<file path="src/rtl/pipe_ctrl.sv">
// pipe_ctrl: next-PC select, stall/squash sequencing, WB->EX forwarding
// and saturating performance counters for the 3-stage RV32I pipeline.
module pipe_ctrl #(
    parameter int MEM_TIMEOUT = 255,
    parameter int CNT_W       = 32
) (
    input  logic             i_clk,
    input  logic             i_rst_n,
    input  logic [31:0]      i_if_inst,
    input  logic [31:0]      i_ex_inst,
    input  logic             i_ex_valid,
    input  logic [31:0]      i_wb_inst,
    input  logic             i_wb_valid,
    input  logic             i_ex_br_taken,
    input  logic             i_dmem_ready,
    output logic [1:0]       o_pc_sel,
    output logic             o_if_stall,
    output logic             o_ex_stall,
    output logic             o_ex_kill,
    output logic             o_dmem_req,
    output logic             o_fwd_a,
    output logic             o_fwd_b,
    output logic             o_mem_err,
    output logic [CNT_W-1:0] o_bubble_cnt,
    output logic [CNT_W-1:0] o_redirect_cnt
);

    localparam logic [4:0] OP_LOAD   = 5'b00000;
    localparam logic [4:0] OP_ARI_I  = 5'b00100;
    localparam logic [4:0] OP_AUIPC  = 5'b00101;
    localparam logic [4:0] OP_STORE  = 5'b01000;
    localparam logic [4:0] OP_ARI_R  = 5'b01100;
    localparam logic [4:0] OP_LUI    = 5'b01101;
    localparam logic [4:0] OP_BRANCH = 5'b11000;
    localparam logic [4:0] OP_JALR   = 5'b11001;
    localparam logic [4:0] OP_JAL    = 5'b11011;

    localparam int WW = $clog2(MEM_TIMEOUT + 1);

    typedef enum logic [1:0] {
        BOOT,
        RUN,
        MEM_WAIT
    } state_t;

    state_t          r_state;
    state_t          w_next;
    logic [WW-1:0]   r_wait;
    logic [WW-1:0]   w_wait_nxt;
    logic            w_err_set;
    logic            w_bub_inc;
    logic            w_redir_inc;

    logic [4:0] w_if_op;
    logic [4:0] w_ex_op;
    logic [4:0] w_wb_op;
    logic       w_ex_mem;
    logic       w_ex_redir;
    logic       w_if_jal;
    logic       w_wb_wr;
    logic [4:0] w_wb_rd;
    logic [4:0] w_ex_rs1;
    logic [4:0] w_ex_rs2;
    logic       w_ex_use_a;
    logic       w_ex_use_b;

    assign w_if_op  = i_if_inst[6:2];
    assign w_ex_op  = i_ex_inst[6:2];
    assign w_wb_op  = i_wb_inst[6:2];
    assign w_wb_rd  = i_wb_inst[11:7];
    assign w_ex_rs1 = i_ex_inst[19:15];
    assign w_ex_rs2 = i_ex_inst[24:20];

    assign w_ex_mem = i_ex_valid &&
                      (w_ex_op == OP_LOAD || w_ex_op == OP_STORE);
    assign w_ex_redir = i_ex_valid &&
                        (w_ex_op == OP_JALR ||
                         (w_ex_op == OP_BRANCH && i_ex_br_taken));
    assign w_if_jal = (w_if_op == OP_JAL);

    assign w_wb_wr = i_wb_valid && (w_wb_rd != 5'd0) &&
                     (w_wb_op == OP_ARI_R || w_wb_op == OP_ARI_I ||
                      w_wb_op == OP_LOAD  || w_wb_op == OP_LUI   ||
                      w_wb_op == OP_AUIPC || w_wb_op == OP_JAL   ||
                      w_wb_op == OP_JALR);
    assign w_ex_use_a = !(w_ex_op == OP_LUI || w_ex_op == OP_AUIPC ||
                          w_ex_op == OP_JAL);
    assign w_ex_use_b = (w_ex_op == OP_ARI_R || w_ex_op == OP_STORE ||
                         w_ex_op == OP_BRANCH);

    // Forwarding is muted while in reset so every output has a known value.
    assign o_fwd_a = i_rst_n && w_wb_wr && i_ex_valid &&
                     (w_wb_rd == w_ex_rs1) && w_ex_use_a;
    assign o_fwd_b = i_rst_n && w_wb_wr && i_ex_valid &&
                     (w_wb_rd == w_ex_rs2) && w_ex_use_b;

    always_ff @(posedge i_clk) begin
        if (!i_rst_n) begin
            r_state <= BOOT;
            r_wait  <= '0;
        end else begin
            r_state <= w_next;
            r_wait  <= w_wait_nxt;
        end
    end

    always_comb begin
        w_next      = r_state;
        w_wait_nxt  = r_wait;
        o_pc_sel    = 2'd0;
        o_if_stall  = 1'b0;
        o_ex_stall  = 1'b0;
        o_ex_kill   = 1'b0;
        o_dmem_req  = 1'b0;
        w_err_set   = 1'b0;
        w_bub_inc   = 1'b0;
        w_redir_inc = 1'b0;
        if (!i_rst_n) begin
            o_pc_sel  = 2'd3;
            o_ex_kill = 1'b1;
        end else begin
            unique case (r_state)
                BOOT: begin
                    o_pc_sel  = 2'd3;
                    o_ex_kill = 1'b1;
                    w_next    = RUN;
                end
                RUN: begin
                    if (w_ex_mem) begin
                        o_dmem_req = 1'b1;
                        if (i_dmem_ready) begin
                            o_pc_sel = w_if_jal ? 2'd1 : 2'd0;
                        end else begin
                            o_if_stall = 1'b1;
                            o_ex_stall = 1'b1;
                            w_bub_inc  = 1'b1;
                            w_wait_nxt = WW'(1);
                            w_next     = MEM_WAIT;
                        end
                    end else if (w_ex_redir) begin
                        o_pc_sel    = 2'd2;
                        o_ex_kill   = 1'b1;
                        w_redir_inc = 1'b1;
                        w_bub_inc   = 1'b1;
                    end else if (w_if_jal) begin
                        o_pc_sel = 2'd1;
                    end
                end
                MEM_WAIT: begin
                    o_dmem_req = 1'b1;
                    if (i_dmem_ready) begin
                        o_pc_sel = w_if_jal ? 2'd1 : 2'd0;
                        w_next   = RUN;
                    end else if (r_wait == WW'(MEM_TIMEOUT)) begin
                        // Abandon the access; EX advances as if it completed.
                        w_err_set = 1'b1;
                        o_pc_sel  = w_if_jal ? 2'd1 : 2'd0;
                        w_next    = RUN;
                    end else begin
                        o_if_stall = 1'b1;
                        o_ex_stall = 1'b1;
                        w_bub_inc  = 1'b1;
                        w_wait_nxt = r_wait + WW'(1);
                    end
                end
                default: w_next = BOOT;
            endcase
        end
    end

    always_ff @(posedge i_clk) begin
        if (!i_rst_n) begin
            o_mem_err      <= 1'b0;
            o_bubble_cnt   <= '0;
            o_redirect_cnt <= '0;
        end else begin
            if (w_err_set)
                o_mem_err <= 1'b1;
            if (w_bub_inc && o_bubble_cnt != '1)
                o_bubble_cnt <= o_bubble_cnt + CNT_W'(1);
            if (w_redir_inc && o_redirect_cnt != '1)
                o_redirect_cnt <= o_redirect_cnt + CNT_W'(1);
        end
    end

endmodule

</file>
<file path="config.mk">
export PLATFORM = sky130hd
export DESIGN_NAME = pipe_ctrl
export DESIGN_NICKNAME = d
export VERILOG_FILES = /design/src/rtl/pipe_ctrl.sv
export SDC_FILE = /design/constraint.sdc
export NUM_CORES = 1
export LEC_CHECK = 0
export ABC_CLOCK_PERIOD_IN_PS = 3600
export BUFFER_PORTS_ARGS = -buffer_cell sky130_fd_sc_hd__buf_2
export CORE_ASPECT_RATIO = 1.25
export CORE_MARGIN = 2
export CORE_UTILIZATION = 48
export DETAILED_ROUTE_END_ITERATION = 10
export HOLD_SLACK_MARGIN = 0.03
export PLACE_DENSITY = 0.8
export SYNTH_ARGS = -nofsm -noshare
export SYNTH_HDL_FRONTEND = slang
export SYNTH_SLANG_ARGS = --single-unit
</file>
<file path="constraint.sdc">
create_clock -name i_clk -period 3.6 [get_ports i_clk]
set_clock_uncertainty 0.2 [all_clocks]
set_input_delay 0 -clock i_clk [delete_from_list [all_inputs] [get_ports i_clk]]
set_output_delay 0 -clock i_clk [all_outputs]
set_load 0.02 [all_outputs]
</file>
==> results of run 1 <==
## sequential cells by signal (all words and copies together), names as in the netlist
name / cells
o_mem_err: 1
o_bubble_cnt: 32
o_redirect_cnt: 32
r_state: 2
r_wait: 8
## placed cells by master, fill, tap and decap left out, types with 2 or more instances in the layout
cell | netlist | final
sky130_fd_sc_hd__buf_2 | 2 | 108
sky130_fd_sc_hd__nor4_1 | 11 | 11
sky130_fd_sc_hd__xor2_1 | 21 | 21
sky130_fd_sc_hd__and2_1 | 5 | 5
sky130_fd_sc_hd__and4_1 | 7 | 7
sky130_fd_sc_hd__inv_1 | 12 | 12
sky130_fd_sc_hd__o2111ai_1 | 2 | 2
sky130_fd_sc_hd__nand3_1 | 26 | 26
sky130_fd_sc_hd__dlygate4sd3_1 | 0 | 3
sky130_fd_sc_hd__o21ai_0 | 16 | 16
sky130_fd_sc_hd__o31ai_1 | 16 | 16
sky130_fd_sc_hd__o211ai_1 | 4 | 4
sky130_fd_sc_hd__buf_4 | 2 | 6
sky130_fd_sc_hd__nor2_1 | 48 | 48
sky130_fd_sc_hd__nand2b_1 | 7 | 7
sky130_fd_sc_hd__or3_1 | 17 | 17
sky130_fd_sc_hd__nand4_1 | 28 | 28
sky130_fd_sc_hd__or4_1 | 16 | 16
sky130_fd_sc_hd__a211oi_1 | 3 | 3
sky130_fd_sc_hd__mux2i_1 | 4 | 4
sky130_fd_sc_hd__o41ai_2 | 2 | 2
sky130_fd_sc_hd__o21ai_1 | 7 | 7
sky130_fd_sc_hd__xnor2_1 | 18 | 18
sky130_fd_sc_hd__ha_1 | 7 | 7
sky130_fd_sc_hd__nor3_1 | 10 | 10
sky130_fd_sc_hd__and3_1 | 12 | 12
sky130_fd_sc_hd__o311ai_1 | 2 | 2
sky130_fd_sc_hd__nand2_1 | 45 | 45
sky130_fd_sc_hd__a31oi_1 | 4 | 4
sky130_fd_sc_hd__clkbuf_1 | 16 | 2
sky130_fd_sc_hd__clkinvlp_4 | 0 | 2
sky130_fd_sc_hd__a21oi_1 | 35 | 35
sky130_fd_sc_hd__clkbuf_8 | 0 | 10
sky130_fd_sc_hd__dfxtp_1 | 75 | 75
## worst max-delay path, stage by stage (launching register included)
cell and delay (ns):
sky130_fd_sc_hd__dfxtp_1 0.35, sky130_fd_sc_hd__inv_1 0.09, sky130_fd_sc_hd__ha_1 0.35, sky130_fd_sc_hd__nor2b_1 0.22, sky130_fd_sc_hd__o21ai_0 0.17, sky130_fd_sc_hd__nor2_1 0.41, sky130_fd_sc_hd__nor2_2 0.31, sky130_fd_sc_hd__or4_1 0.57
sky130_fd_sc_hd__a21oi_1 0.15
## cell families (layout without fill, tap and decap cells)
family          count (synthesis)  in the layout  synth area share (%)
fa+ha+maj                       7              7                 2.143
compound gates                101            101                 16.26
simple gates                  245            245                 32.33
flops                          75             75                 36.74
mux                             4              4                0.9798
other cells                     0              1                     0
xor+xnor                       39             39                 8.359
buf+inv                        32            145                 3.184
## stage by stage
stage | util (%) | total power (W) | cells
final | 59.90 | 0.001594 | 714
after global routing | 59.87 | 0.001658 | 713
after CTS | 59.87 | 0.001604 | 713
after detailed placement | 57.14 | 0.0009529 | 694
after global placement | 57.14 | 0.0009489 | 694
after floorplan | - | 0.0009089 | 503
## where the power goes
group	internal (W)	switching, W	total, W
clock network	0.000339	0.000320	0.000659
logic	0.0000410	0.0000612	0.000102
registers	0.000831	0.00000257	0.000833
total	0.00121	0.000384	0.00159
## area by class of cell
cell class,instances,area [um^2]
Inverter,12,45.04
Timing Repair Buffer,117,615.6
Antenna cell,1,2.502
Sequential cell,75,1501
Clock inverter,4,50.05
Fill cell,722,3304
Multi-Input combinational cell,396,2455
Tap cell,97,121.4
Clock buffer,12,145.1
## how the worst max path moves through the flow
stage	end	depth (start not counted)
after floorplan	o_bubble_cnt[10]$_SDFFE_PN0P_	9
after CTS	o_bubble_cnt[4]$_SDFFE_PN0P_	8
final	o_bubble_cnt[4]$_SDFFE_PN0P_	8
after global routing	o_bubble_cnt[10]$_SDFFE_PN0P_	8
after global placement	o_bubble_cnt[4]$_SDFFE_PN0P_	8
after detailed placement	o_bubble_cnt[4]$_SDFFE_PN0P_	8
## layer usage
metal,wire length [um],global-route usage (%),vias to the layer above
met5,0,0,-
met1,4507,28.11,1928
li1,-,-,2090
met4,147,7.701,0
met2,4870,37.86,141
met3,730,6.082,17
==> run summary, run 1 <==
The run finished with clean final reports. When the netlist entered floorplanning its net count stood at 612. In this run the vertical extent of the chip is 107.2 um.

The async set-reset flop share out of synthesis came out at 0%. The worst setup path is launched from a register. The final count of pins violating max slew is 0, and the wire length of the first global-routing pass is 17200 um. The category of the critical setup timing path was register to register.

The tools report the startpoint of the most critical hold path as i_ex_valid. The logs give 0.3464 GHz for the highest attainable clock frequency and 4936 um^2 for the post-route cell area. The area after detailed placement is 4708 um^2.

Root buffer cell: sky130_fd_sc_hd__clkbuf_8. In this run the static leakage power is 1.867 nW. The number of synthesized flops with an enable pin works out to 0. The clock drives 75 sinks. After detailed routing, the number of vias per cell comes to 5.849. The share of synthesized area occupied by flip-flops and latches is 36.74%. The data required time of the worst path was 3.69 ns. After detailed routing, the total wire length is 10260 um. Type of element capturing the critical path: a register. The endpoint identified for the worst register-to-register timing path is o_bubble_cnt[4]$_SDFFE_PN0P_.

For this configuration, the core starts out at a cell density of 49.59%. Setup repair after global routing left no endpoint under its margin. The worst path meets setup with 0.7135 ns of slack. Among all flip-flop cells after synthesis, the most frequent one is sky130_fd_sc_hd__dfxtp_1. The commonest cells after synthesis are sky130_fd_sc_hd__dfxtp_1 (75), sky130_fd_sc_hd__nor2_1 (48), sky130_fd_sc_hd__nand2_1 (45). The H-tree generated during clock tree synthesis spans 3 levels. Counting along the longest clock path gives a buffer depth of 2. For the die outline area, the log shows 9272 um^2. Relative to the synthesized area, the layout overhead comes to 20.79%. Global routing finished with a remaining overflow of 0. The tools report the launching instance or port of the critical path as r_state[0]$_SDFFE_PN0P_. VDD sags by at most 0.1711 mV. Across all register-to-register paths, the minimum setup slack is 0.71 ns. The average size of a mapped cell was 8.124 um^2; the number of instances resized during post-cts repair was 0. By area the synthesized netlist is led by sky130_fd_sc_hd__dfxtp_1 (37%), sky130_fd_sc_hd__xor2_1 (4.5%), sky130_fd_sc_hd__nor2_1 (4.4%).

The slew at the pin closest to its max-slew limit came out at 1.001 ns. 175 I/O pins were placed. The run gives 0 ns as the setup total negative slack.

The standard cell core area is 8240 um^2, and the global-route usage over all layers is 22.71%. The netlist uses 54 different library cells. After clock tree synthesis, the clock-pin slew on the worst setup and hold paths is 0.08 ns.

Counting I/O delays and the setup requirement, the final critical path takes 2.886 ns. The post-cts hold buffer count was 3. The die width is 86.53 um. Most frequent cell after synthesis: sky130_fd_sc_hd__dfxtp_1.

The worst-path maximum fanout is 28, and the power per cell area is 322.9 nW/um^2. Summing every instance area after synthesis gives 4086 um^2. Clock tree synthesis inserted a total of 9 buffers. The fraction of final layout cells with drive strength greater than 1 was 22.24%; the per-cell routed wire length was 14.36 um. The length in cells of the worst reg-to-reg path is 8, and the weighted congestion reported at the end of routability-driven placement is 0.8468. The number of endpoints failing setup at the final stage was 0. The worst max-slew margin expressed relative to the limit came out at 33.20%. The run gives 0.36 ns as the clock insertion delay at the later pin of the skew report.

The min-delay analysis places its worst path in the category input pin to register. Cell accounting for the most synthesized area: sky130_fd_sc_hd__dfxtp_1. The final layout contains 720 nets. Number of DRC markers after the initial detailed-route iteration: 125. The worst hold path was traced through 5 stages. For the hold violation count in the final report, the log shows 0. The worst register-to-register path begins at r_state[0]$_SDFFE_PN0P_. The tool flagged a number of max-cap violations equal to 0. The first-pass iteration count of the detailed router is 4. The floorplan has 37 rows. Across all hold checks on the routed design, the worst slack comes to 0.07662 ns. After synthesis the netlist holds a flip-flop and latch count of 75.

The count of antenna-violating nets left after detailed routing was 0; the pre-CTS worst setup slack was 0.7647 ns. In the synthesized netlist, the number of instances is 503. Entering global routing, the biggest net connects 36 pins.

The run gives 0 as the number of remaining DRC errors. In this run the biggest area consumer among cell types represents 36.74% of the synthesized area. The portion of the clock cycle consumed by the worst path in the final layout was 80.18%; the number of warnings reported in the yosys synthesis log was 0. The number of I/O port buffers was 108; the routed via count was 4176.

The number of antenna violations at the first check in global routing came out at 0. TritonCTS built the clock tree. The via count of the first global-routing pass is 3865, and the half-perimeter wire length after detailed placement is 7486 um. The data arrival time of the worst path is 2.98 ns. The path with the worst hold slack has its endpoint at o_redirect_cnt[6]$_SDFFE_PN0P_. The run gives 0 as the number of post-CTS setup repair buffers.
Note: power is estimated with default switching activity, not from simulation.
==> run 2: changes to the inputs <==
--- a/config.mk
+++ b/config.mk
@@ -5,7 +5,7 @@
 export SDC_FILE = /design/constraint.sdc
 export NUM_CORES = 1
 export LEC_CHECK = 0
-export ABC_CLOCK_PERIOD_IN_PS = 3600
+export ABC_CLOCK_PERIOD_IN_PS = 3000
 export BUFFER_PORTS_ARGS = -buffer_cell sky130_fd_sc_hd__buf_2
 export CORE_ASPECT_RATIO = 1.25
 export CORE_MARGIN = 2
==> constraint.sdc (replaced) <==
create_clock -name i_clk -period 3 [get_ports i_clk]
set_clock_uncertainty 0.2 [all_clocks]
set_input_delay 0 -clock i_clk [delete_from_list [all_inputs] [get_ports i_clk]]
set_output_delay 0 -clock i_clk [all_outputs]
set_load 0.02 [all_outputs]
==> run summary, run 2 (synthesized netlist as in run 1, its figures left out) <==
The flow ran to the end, and the final reports show no timing, DRC or antenna violations. The logs give 0.05929 ns for the final hold slack and 37 for the count of standard-cell rows. The core region is 8240 um^2. Once detail routing completed, the nets flagged for antenna violations numbered 0. The per-cell routed wire length is 14.49 um. Buffers placed on the I/O ports in this run total 108.

The clock transition at the registers of the reported paths came out at 0.08 ns. STA classifies the critical path startpoint as a register. Buffers added to address setup during post-CTS repair amount to 0. Traced cell by cell, the critical path runs through inv_1, ha_1, nor2b_1, o21ai_0, nor2_1, buf_4, o2111ai_2, or4_1, a21oi_1. The tightest min-delay check is of the input pin to register type.

CTS placed an instance of sky130_fd_sc_hd__clkbuf_8 at the clock tree root. Of all nets on the critical path, the largest fanout is 10. At the worst endpoint, the required time is 3.09 ns. The worst max-slew margin expressed relative to the limit was 34.61%; the via count of the first global-routing pass was 3924. The wire length of the first global-routing pass is 17290 um. The number of buffers and inverters on the critical path is 2.

The number of endpoints failing setup at the final stage was 0; the vertical extent of the die was 107.2 um. The final layout contains routed wiring with a total length of 10390 um. The tools report the pre-CTS worst setup slack as 0.2845 ns. Number of DRC markers after the initial detailed-route iteration: 128. STA classifies the critical path endpoint as a register. With fillers left out, the area of the finished cells amounts to 4936 um^2.

Hold violation count in the final report: 0. In this run, placement finished with an instance count of 698. The tools report the half-perimeter wire length after detailed placement as 7723 um.

The number of inserted diodes was 0. Setup slack on the critical path of the routed design comes to 0.2678 ns. The run gives 3 as the total number of H-tree levels. Power spread over the standard cell area amounts to 368.7 nW/um^2. The number of instances resized during post-cts repair is 0. For the buffer levels on the longest clock path, the log shows 2. The starting utilization of the core area is 49.59%.

For this design the top-level I/O count stands at 175. For the final routed database, the setup TNS stands at 0 ns. The kind of cell adding the most delay to the critical path was simple AND/OR/NAND/NOR gates.

In the final layout, the share of cells above drive strength 1 is 22.90%. The most common cell after layout, fill and taps aside is sky130_fd_sc_hd__buf_2. The pin count of the biggest net entering global routing was 29; the area after detailed placement was 4738 um^2. Global routing used 22.90% of the available tracks. The tool flagged a number of max-cap violations equal to 0. For the worst setup path, the data arrival time is 2.82 ns. The run gives 0.8528 as the weighted congestion reported at the end of routability-driven placement. Number of antenna violations at the first check in global routing: 0.

For the worst-skew pair, the clock arrives at the later sink with an insertion delay of 0.36 ns. The die width works out to 86.53 um. Buffers inserted during clock tree synthesis total 9. The post-synthesis to final-layout area growth works out to 20.79%.

The largest registers in the layout are o_bubble_cnt x32, o_redirect_cnt x32, r_wait x8. The remaining global-route overflow was 0; the number of nets in the final layout was 724. In the routed layout, each cell is associated on average with a via count of 5.922. In the routed design, unresolved DRC markers number 0. The run gives 0 as the final count of pins violating max slew. The worst path needs 2.732 ns of the cycle, external delays included.

Library cell contributing the largest single delay on the critical path: sky130_fd_sc_hd__or4_1. The leakage power summed over all cells is 1.882 nW, and the slew at the pin closest to its max-slew limit is 0.9798 ns. TritonCTS built the clock tree. Leaving out fill and tap cells, the most frequent cells in the layout are sky130_fd_sc_hd__buf_2 (108), sky130_fd_sc_hd__dfxtp_1 (75), sky130_fd_sc_hd__nor2_1 (48).

Setup repair after global routing left no endpoint under its margin. The die outline area is 9272 um^2. Dividing the final minimum period by the clock period gives 91.07%. On the worst path, the slowest cell contributes a delay of 0.49 ns. The highest ir drop seen on vdd was 0.2271 mV; the clock net sink count was 75. The final instance count without filler cells was 717.

The critical path is of the register to register type. Static timing analysis puts the maximum clock frequency at 0.3660 GHz. For the routed via count, the log shows 4246. Before antenna repair, the detailed router went through 4 iterations.
-- run 2: timing repair --
action,in CTS,in global routing
endpoints found under the hold margin,21,0
endpoints found under the setup margin,0,0
hold buffers,3,0
-- run 2: final timing paths --
| kind | slack (ns) | start | to | cells after the start |
|---|---|---|---|---|
| setup / recovery | 0.27 | r_state[0]$_SDFFE_PN0P_ | o_bubble_cnt[29]$_SDFFE_PN0P_ | 9 |
| hold / removal | 0.06 | i_ex_inst[4] | r_state[1]$_SDFFE_PN0P_ | 5 |
| setup reg to reg | 0.27 | r_state[0]$_SDFFE_PN0P_ | o_bubble_cnt[29]$_SDFFE_PN0P_ | 9 |
| hold reg to reg | 0.29 | o_mem_err$_SDFFE_PN0P_ | o_mem_err$_SDFFE_PN0P_ | 2 |
-- run 2: report_power, final --
part,internal (W),switching [W],leakage (nW)
logic,0.0000493,0.0000744,1.19
registers,0.000997,0.00000276,0.604
clock network,0.000300,0.000397,0.0864
-- run 2: stage by stage --
step | utilization, % | power [W]
2_1_floorplan | - | 0.001091
3_3_place_gp | 57.50 | 0.001139
3_5_place_dp | 57.50 | 0.001143
4_1_cts | 59.90 | 0.001840
5_1_grt | 59.90 | 0.001904
6_report | 59.90 | 0.001820
-- run 2: worst reg2reg max path: cells and delay by family, from the launching register on --
family | cells | cell delay, ns
AND/OR/NAND/NOR | 3 | 0.96
AO/OA/AOI/OAI | 3 | 0.55
adder cells (fa/ha/maj) | 1 | 0.34
buffers and inverters | 2 | 0.27
flip-flops | 1 | 0.35
-- run 2: cell type report --
cell class                 count  area [um^2]
inverter                      12        45.04
clock inverter                 6        40.04
timing repair buffer         121        645.6
clock buffer                  10        127.6
tap                           97        121.4
multi-input combinational    396         2455
fill                         764         3304
sequential                    75         1501
-- run 2: metal layers --
metal / vias up / track usage [%] / routed length, um
li1: 2084 / - / -
met1: 2019 / 27.89 / 4476
met2: 132 / 38.08 / 5125
met3: 11 / 5.620 / 668
met4: 0 / 9.710 / 121
met5: - / 0 / 0
==> run 3: changes to the inputs <==
==> config.mk (replaced) <==
export PLATFORM = sky130hd
export DESIGN_NAME = pipe_ctrl
export DESIGN_NICKNAME = d
export VERILOG_FILES = /design/src/rtl/pipe_ctrl.sv
export SDC_FILE = /design/constraint.sdc
export NUM_CORES = 1
export LEC_CHECK = 0
export ABC_CLOCK_PERIOD_IN_PS = 3400
export BUFFER_PORTS_ARGS = -buffer_cell sky130_fd_sc_hd__buf_2
export CAP_MARGIN = 40
export CORE_ASPECT_RATIO = 1.25
export CORE_MARGIN = 2
export CORE_UTILIZATION = 52
export DETAILED_ROUTE_END_ITERATION = 10
export HOLD_SLACK_MARGIN = 0.03
export PLACE_DENSITY = 0.86
export SYNTH_ARGS = -nofsm -noshare
export SYNTH_HDL_FRONTEND = slang
export SYNTH_SLANG_ARGS = --single-unit
==> constraint.sdc (replaced) <==
create_clock -name i_clk -period 3.4 [get_ports i_clk]
set_clock_uncertainty 0.2 [all_clocks]
set_input_delay 0 -clock i_clk [delete_from_list [all_inputs] [get_ports i_clk]]
set_output_delay 0 -clock i_clk [all_outputs]
set_load 0.02 [all_outputs]
==> run summary, run 3 (synthesized netlist as in run 1, its figures left out) <==
The run finished with clean final reports. Global routing used 24.25% of the available tracks across all layers. The library cell contributing the largest single delay on the critical path is sky130_fd_sc_hd__or4_1. The sum of buffers and inverters on the critical path works out to 2. Buffer levels on the longest clock path: 2.

The power per cell area is 334.1 nW/um^2, and the fraction of final layout cells with drive strength greater than 1 is 22.40%. The congestion estimate from routability-driven global placement came to 0.8612. The number of antenna violations at the first check in global routing was 0.

The number of antenna diodes in the final layout is 0. The routed design could run at a clock period as short as 2.918 ns. Data arrives at the worst endpoint at 3.00 ns.

The count of antenna-violating nets left after detailed routing was 0; the number of remaining DRC errors was 0. The pre-antenna-repair detailed-routing pass consisted of 5 iterations. The H-tree generated during clock tree synthesis spans 3 levels. After clock tree synthesis, the repair step resized 0 gates. The pin count of the biggest net entering global routing is 29, and the standard cell core area is 7702 um^2. For the number of nets in the final layout, the log shows 721. Using the TritonRoute via totals, the vias-per-cell ratio works out to 5.987. The tools report the type of element capturing the critical path as a register. Per-cell routed wire length: 14.71 um. The area growth from synthesis to layout is 20.73%. The highest attainable clock frequency came out at 0.3427 GHz. Setup repair after global routing left no endpoint under its margin.

The critical path goes through inv_1, ha_1, nor2b_1, o21ai_0, nor2_1, nor2_2, buf_8, or4_1, a21oi_1. For the final count of pins violating max slew, the log shows 0. TritonCTS built the clock tree. In this run the count of I/O pins placed on the die edge is 175. The remaining global-route overflow was 0; the clock insertion delay at the later pin of the skew report was 0.35 ns. In this run the worst setup path begins at r_state[0]$_SDFFE_PN0P_.

IR analysis of the VDD net gives a maximum drop of 0.2247 mV. The routed layout has 4257 vias. The setup path with the least slack is of type register to register. The number of hold buffers added after CTS was 3.

The peak per-stage delay on the critical path is 0.52 ns. Once detailed placement completed, the half-perimeter wirelength came to 7703 um. The run gives 0.07959 ns as the final hold slack. Of all nets on the critical path, the largest fanout is 24. The top cell types in the final layout, fill and taps aside, are sky130_fd_sc_hd__buf_2 (108), sky130_fd_sc_hd__dfxtp_1 (75), sky130_fd_sc_hd__nor2_1 (48). The largest registers in the layout are o_bubble_cnt x32, o_redirect_cnt x32, r_wait x8. The number of endpoints failing setup at the final stage is 0, and the clock net sink count is 75.

Data required time of the worst path: 3.48 ns. In this run the core area contains 36 standard-cell rows. Broken down by cell family, the worst path's largest delay share belongs to simple AND/OR/NAND/NOR gates.

The logs give 53.05% for the starting utilization of the core area and 1.871 nW for the leakage power summed over all cells. The first global-routing pass estimated 17190 um of wire. STA classifies the critical path startpoint as a register. The origin of the critical flop-to-flop path is r_state[0]$_SDFFE_PN0P_.

In this run the most critical hold path is launched from i_ex_inst[3]. In the final timing run, aggregate negative setup slack is 0 ns. The hold violation count in the final report came out at 0. The type of the worst min-delay path was input pin to register. The floorplan step set the die width to 83.29 um. The vertical extent of the die was 103.1 um; the number of I/O port buffers was 108. The tool flagged a number of max-cap violations equal to 0. The portion of the clock cycle consumed by the worst path in the final layout works out to 85.84%. The via count of the first global-routing pass was 3876. After clock tree synthesis, the clock-pin slew on the worst setup and hold paths is 0.08 ns. The tools report the root buffer cell as sky130_fd_sc_hd__clkbuf_8. The most common cell after layout, fill and taps aside is sky130_fd_sc_hd__buf_2. Fill cells in the final layout number 651. Number of buffers created by CTS: 9. The worst max-slew margin expressed relative to the limit is 48.30%. Post-CTS timing repair inserted 0 buffers for setup.

The logs give 8588 um^2 for the die outline area and 10460 um for the final routed wirelength across all metal layers. The slew at the pin closest to its max-slew limit is 0.7684 ns, and the number of DRC markers after the initial detailed-route iteration is 126.
==> run 3: cell count changes in the layout (fill, tap and decap cells not counted) <==
cell and delta:
sky130_fd_sc_hd__buf_4 -4, sky130_fd_sc_hd__buf_8 +1, sky130_fd_sc_hd__bufinv_16 +1, sky130_fd_sc_hd__clkinv_2 -1, sky130_fd_sc_hd__clkinv_4 -1, sky130_fd_sc_hd__clkinvlp_4 +1, sky130_fd_sc_hd__inv_6 -1
==> run 3: routing by layer <==
metal	GRT usage, %	part of all wire (%)	vias up
li1	-	-	2090
met1	27.21	41	2011
met2	44.67	51	137
met3	4.243	5.6	19
met4	12.11	2.1	0
met5	0	0	-
==> run 3: worst reg2reg max path: cells and delay by family, from the launching register on <==
family,cells,cell delay [ns]
and+or+nand+nor,4,1.37
buffers and inverters,2,0.28
adders and majority gates,1,0.33
DFF,1,0.34
AOI/OAI and AO/OA,2,0.33
==> run 3: area by class of cell <==
| type | instances | area, um^2 | area share [%] |
|---|---|---|---|
| Clock buffer | 10 | 127.6 | 2.587 |
| Inverter | 12 | 45.04 | 0.9130 |
| Clock inverter | 5 | 55.05 | 1.116 |
| Sequential cell | 75 | 1501 | 30.43 |
| Timing Repair Buffer | 118 | 630.6 | 12.78 |
| Tap cell | 95 | 118.9 | 2.409 |
| Multi-Input combinational cell | 396 | 2455 | 49.76 |
==> run 3: stage by stage <==
stage	cell area (um^2)	util, %	setup slack [ns]	power (W)	instances
after floorplan	4086	-	0.7391	0.0009624	503
after global placement	4706	61.09	0.5980	0.001006	692
after detailed placement	4721	61.29	0.5442	0.001009	693
after CTS	4933	64.05	0.5150	0.001665	711
after global routing	4933	64.05	0.2847	0.001712	711
final	4933	64.05	0.4816	0.001648	711
==> run 3: final timing paths <==
| check | end | slack, ns | depth (start not counted) |
|---|---|---|---|
| worst max-delay path | o_bubble_cnt[7]$_SDFFE_PN0P_ | 0.48 | 9 |
| worst min-delay path | r_state[1]$_SDFFE_PN0P_ | 0.08 | 5 |
| worst max register to register | o_bubble_cnt[7]$_SDFFE_PN0P_ | 0.48 | 9 |
| worst min register to register | o_mem_err$_SDFFE_PN0P_ | 0.27 | 2 |
==> run 3: power breakdown <==
group | internal (W) | switching [W] | total, W
combinational | 0.0000436 | 0.0000653 | 0.000109
sequential | 0.000880 | 0.00000221 | 0.000882
clock | 0.000333 | 0.000325 | 0.000657
